$ cat config.mk
export PLATFORM = sky130hd
export DESIGN_NAME = inst_fetch_align
export DESIGN_NICKNAME = d
export VERILOG_FILES = /design/src/rtl/inst_fetch_align.sv
export SDC_FILE = /design/constraint.sdc
export NUM_CORES = 1
export LEC_CHECK = 0
export ABC_AREA = 1
export ABC_CLOCK_PERIOD_IN_PS = 1800
export BUFFER_PORTS_ARGS = -buffer_cell sky130_fd_sc_hd__buf_2
export CORE_UTILIZATION = 40
export CTS_CLUSTER_SIZE = 10
export DETAILED_ROUTE_END_ITERATION = 8
export PLACE_DENSITY = 0.67
export SYNTH_ARGS = -nofsm -noshare
export SYNTH_HDL_FRONTEND = slang
export SYNTH_SLANG_ARGS = --single-unit
$ cat constraint.sdc
create_clock -name clk -period 1.8 [get_ports clk]
set_input_delay 0.27 -clock clk [delete_from_list [all_inputs] [get_ports clk]]
set_output_delay 0.27 -clock clk [all_outputs]
set_load 0.02 [all_outputs]
$ cat src/rtl/inst_fetch_align.sv
// Fetch/align stage: walks a word-addressed instruction memory by byte PC and emits one aligned
// RV32IC instruction (16- or 32-bit, including word-straddling ones) per beat to decode.
module inst_fetch_align #(
  parameter int unsigned ADDR_W   = 6,
  parameter int unsigned RESET_PC = 0
) (
  input  logic                clk,
  input  logic                rst,
  output logic [ADDR_W-1:0]   imem_addr,
  input  logic [31:0]         imem_data,
  input  logic                redirect_valid,
  input  logic [ADDR_W+1:0]   redirect_pc,
  output logic                out_valid,
  input  logic                out_ready,
  output logic [31:0]         out_inst,
  output logic [ADDR_W+1:0]   out_pc,
  output logic                out_is_compressed
);

  localparam int unsigned PcW = ADDR_W + 2;
  localparam logic [PcW-1:0] ResetPc = PcW'(RESET_PC) & ~PcW'(1);

  typedef enum logic [0:0] {StRun, StStraddle} state_e;

  state_e            state_q;
  logic [PcW-1:0]    pc_q;
  logic [15:0]       hold_half_q;
  logic [ADDR_W-1:0] pc_word;
  logic [15:0]       half;
  logic              advance;

  assign pc_word   = pc_q[PcW-1:2];
  // In STRADDLE the upper half of the instruction lives in the next word (wraps to word 0).
  assign imem_addr = (state_q == StStraddle) ? pc_word + ADDR_W'(1) : pc_word;
  assign half      = pc_q[1] ? imem_data[31:16] : imem_data[15:0];
  assign advance   = !out_valid || out_ready;

  always_ff @(posedge clk) begin
    if (rst) begin
      pc_q              <= ResetPc;
      state_q           <= StRun;
      hold_half_q       <= 16'h0000;
      out_valid         <= 1'b0;
      out_inst          <= 32'h0000_0000;
      out_pc            <= '0;
      out_is_compressed <= 1'b0;
    end else if (redirect_valid) begin
      pc_q        <= {redirect_pc[PcW-1:1], 1'b0};
      state_q     <= StRun;
      hold_half_q <= 16'h0000;
      out_valid   <= 1'b0;
    end else if (advance) begin
      unique case (state_q)
        StRun: begin
          if (half[1:0] != 2'b11) begin
            out_valid         <= 1'b1;
            out_inst          <= {16'h0000, half};
            out_pc            <= pc_q;
            out_is_compressed <= 1'b1;
            pc_q              <= pc_q + PcW'(2);
          end else if (!pc_q[1]) begin
            out_valid         <= 1'b1;
            out_inst          <= imem_data;
            out_pc            <= pc_q;
            out_is_compressed <= 1'b0;
            pc_q              <= pc_q + PcW'(4);
          end else begin
            // Lower half of a 32-bit instruction sits in the top of this word; fetch next word.
            out_valid   <= 1'b0;
            hold_half_q <= half;
            state_q     <= StStraddle;
          end
        end
        StStraddle: begin
          out_valid         <= 1'b1;
          out_inst          <= {imem_data[15:0], hold_half_q};
          out_pc            <= pc_q;
          out_is_compressed <= 1'b0;
          pc_q              <= pc_q + PcW'(4);
          state_q           <= StRun;
        end
        default: state_q <= StRun;
      endcase
    end
  end

endmodule

==> impl_metrics.yaml <==
place:
  finalWeightedCongestion: 0.839
  detailedPlace.worstSlack_ns: -0.0396
  buffer_ports.inserted: 90
  numPlacedInstances: 698
  dpl.hpwl_mm: 7.08
  placement.cell_area_um2: 4150
routing:
  route.detailed.drc: 0
  dr.first_iter.drc_count: 266
  wl_per_cell_um: 15.0
  detailedRoute.firstPassIterationCount: 5
  routed-via-count: 3851
  vias_per_cell: 5.33
  drtAntennaViolNets: 0
  drt_wl_total_mm: 10.9
synth:
  syn-cell-area_um2: 3560
  yosys_warnings: 0
  asyncSetResetFlopFracSynth_pct: 0
  synth_enable_flop_cells: 0
  netlist_instances: 509
  synthDominantCellAreaShare_pct: 37.7
  avgSynthCellArea_um2: 7.00
  synth_largest_area_cell: "sky130_fd_sc_hd__dfxtp_1"
  synthTopCellsByArea: "sky130_fd_sc_hd__dfxtp_1 (38%), sky130_fd_sc_hd__nand2_1 (16%), sky130_fd_sc_hd__a21oi_1 (7.7%)"
  synth_top_flop_cell: "sky130_fd_sc_hd__dfxtp_1"
  synth_sequential_area_ratio_pct: 37.7
  ys_types: 34
  syn-num-nets: 558
  ys_seq_elements: 67
timing:
  holdWs_ns: 0.132
  post-route-min-period_ns: 1.80
  report.final.setup_viol: 1
  timing_worst_slew_pin_value_ns: 0.314
  timing.final.ws_setup_ns: -0.000129
  timing.max_slew.rel_slack_pct: 79.0
  post-route-period-util_pct: 100
  report.final.slew_viol_count: 0
  maxClockFrequency_mhz: 556
  final_hold_viol_count: 0
  clock-skew-final_ns: 0.0106
  grt_setup_unrepaired: "true"
finish:
  insertedDiodeCount: 0
  layout.nets: 659
  postLayoutCellArea_um2: 4580
  final_cell_count_no_fill: 723
  post_route_cells_drive_above_1_share_pct: 29.9
  area_delta_synth_final_pct: 28.7
clocking:
  clock_tree.buffer_depth: 2
  clk_transition_reported_paths_ns: 0.08
  cts_sink_count: 67
  cts_tree: "done"
  cts_root_buf: "sky130_fd_sc_hd__clkbuf_8"
  h-tree-depth: 3
  cts-buffers-inserted: 9
  cts_hold_buffers: 0
  clock_insertion_delay_worst_skew_ns: 0.35
worst_hold_path:
  worst_hold_path.endpoint: "pc_q[3]$_SDFFE_PP0P_"
  min_from: "rst"
  timing.hold.worst.class: "in -> reg"
  hold-path-cell-count: 2
setup_path:
  worst-setup-path-type: "reg -> out"
  setup.worst_path.end_class: "primary output"
  worstPathMaxFanout: 4
  required_ns: 1.53
  r2r_start: "pc_q[1]$_SDFFE_PP0P_"
  worst_r2r_path_depth: 12
  kind_of_launch_point_of_the_worst_setup_path: "flop"
  timing.reg2reg.setup_slack_ns: 0.07
  critical_path_arrival_ns: 1.53
  terminus_of_the_critical_flop_to_flop_path: "out_inst[12]$_SDFFE_PP0P_"
power:
  p_leak_nw: 2.17
  share_of_total_power_in_sequential_cells_pct: 40.8
  totalPowerFinal_w: 0.00412
  power.share.combinational_pct: 28.5
  power.switching_fraction_pct: 34.0
  clockPowerShare_pct: 30.7
  internal_power_w: 0.00272
  power.net_switching_w: 0.00140
  powerDensity_nw_per_um2: 900
  ir_drop_mv: 0.589
grt:
  grt_pass1_vias: 3596
  overflow: 0
  grt_pass1_wl_mm: 17.0
  grt_start_max_net_pins: 47
  antenna_found_initial: 0
  globalRouteTotalUtil_pct: 24.3
status:
  run_status: "finished, violations left"
  violations: "negative setup slack"
floorplan:
  std_cell_rows: 34
  io_pins: 92
  placeable_core_region_um2: 8680
  die_y_um: 96.4
  dieArea_um2: 9280
  initial_core_utilization_pct: 41.0
  dieWidth_um: 96.4
job:
  max_cap_viol_count: 0
-- registers in the layout, indices dropped and copies added (netlist names), named ones only --
register           count
out_inst              32
hold_half_q           16
out_pc                 8
pc_q                   7
out_is_compressed      1
out_valid              1
state_q                1
-- worst max-delay path, stage by stage, from the launching register on --
cell and delay, ns:
sky130_fd_sc_hd__dfxtp_4 0.37, sky130_fd_sc_hd__ha_4 0.17, sky130_fd_sc_hd__or2_2 0.29, sky130_fd_sc_hd__a21oi_4 0.15
sky130_fd_sc_hd__a21oi_2 0.04, sky130_fd_sc_hd__buf_4 0.16
-- worst max-delay path by stage --
stage                     slack, ns  cells past startpoint                  endpoint                  from
after floorplan                0.07                     12  out_inst[1]$_SDFFE_PP0P_  pc_q[1]$_SDFFE_PP0P_
after global placement        -0.01                     13  out_inst[4]$_SDFFE_PP0P_          imem_data[1]
after detailed placement      -0.04                     13  out_inst[4]$_SDFFE_PP0P_          imem_data[1]
after CTS                     -0.02                      5              imem_addr[2]  pc_q[2]$_SDFFE_PP0P_
after global routing          -0.08                      6              imem_addr[5]  pc_q[4]$_SDFFE_PP0P_
final                       -0.0001                      5              imem_addr[2]  pc_q[3]$_SDFFE_PP0P_
-- power groups by stage --
stage | registers [W] | clock network (W) | logic [W]
detailed placement | 0.00171 | 0 | 0.00108
global route | 0.00169 | 0.00136 | 0.00129
floorplan | 0.00181 | 0 | 0.000611
global placement | 0.00171 | 0 | 0.00106
finish | 0.00168 | 0.00127 | 0.00117
CTS | 0.00168 | 0.00129 | 0.00112
-- area by class of cell --
type / count / area, um^2
clock inverters: 5 / 52.6
fillers: 866 / 4100
well taps: 108 / 135
inverters: 36 / 143
repair buffers: 123 / 815
flip-flops and latches: 67 / 1360
clock buffers: 11 / 141
multi-input cells: 373 / 1930
-- through the flow --
stage / TNS (ns) / util (%)
after global routing: -0.376 / 52.8
after CTS: -0.0214 / 51.3
after global placement: -0.0105 / 47.9
after floorplan: 0 / -
final: -0.000129 / 52.8
after detailed placement: -0.0468 / 47.9
-- synthesized netlist by cell type (4+ instances only) --
cell,number
sky130_fd_sc_hd__o21ai_1,5
sky130_fd_sc_hd__nor2_1,33
sky130_fd_sc_hd__buf_6,9
sky130_fd_sc_hd__clkbuf_1,12
sky130_fd_sc_hd__dfxtp_1,67
sky130_fd_sc_hd__nand2_2,4
sky130_fd_sc_hd__nand3_1,14
sky130_fd_sc_hd__nand4_1,15
sky130_fd_sc_hd__ha_1,5
sky130_fd_sc_hd__o211ai_1,13
sky130_fd_sc_hd__a31oi_1,12
sky130_fd_sc_hd__inv_2,4
sky130_fd_sc_hd__nor2_4,5
sky130_fd_sc_hd__buf_2,8
sky130_fd_sc_hd__a21oi_1,55
sky130_fd_sc_hd__inv_1,31
sky130_fd_sc_hd__nand2_1,149
sky130_fd_sc_hd__o21ai_0,42
-- what timing repair did --
action	CTS	global route
buffers inserted	4	4
cloned	1	2
pin swaps	4	6
resized for setup	14	29
endpoints found under the setup margin	5	54
-- metal layers --
metal	track usage, %	share of wire [%]	up-vias
met5	0	0	-
met4	7.72	0.95	0
li1	-	-	1893
met2	40.2	48	153
met3	6.08	7.6	10
met1	30.8	43	1795
-- layout by cell type (no fill, tap or decap), drive strengths merged --
cell type,count
a211oi,1
dfxtp,67
or2,2
nand2,155
nand4,15
xor2,1
clkinv,3
o21bai,2
bufinv,1
inv,36
nor2,42
nand3,16
nor3,2
o21ai,47
o211ai,15
clkbuf,13
a21oi,56
ha,5
o21a,2
clkinvlp,1
buf,121
a31oi,12
-- cells by family (layout without fill, tap and decap cells) --
group	count (synthesis)	in the layout	synth area share, %
compound gates	135	135	21.3
flops	67	67	37.7
simple gates	232	232	29.2
fa+ha+maj	5	5	1.76
xor+xnor	1	1	0.246
buf+inv	69	175	9.80
No activity file was read; power rests on OpenSTA's default activity.
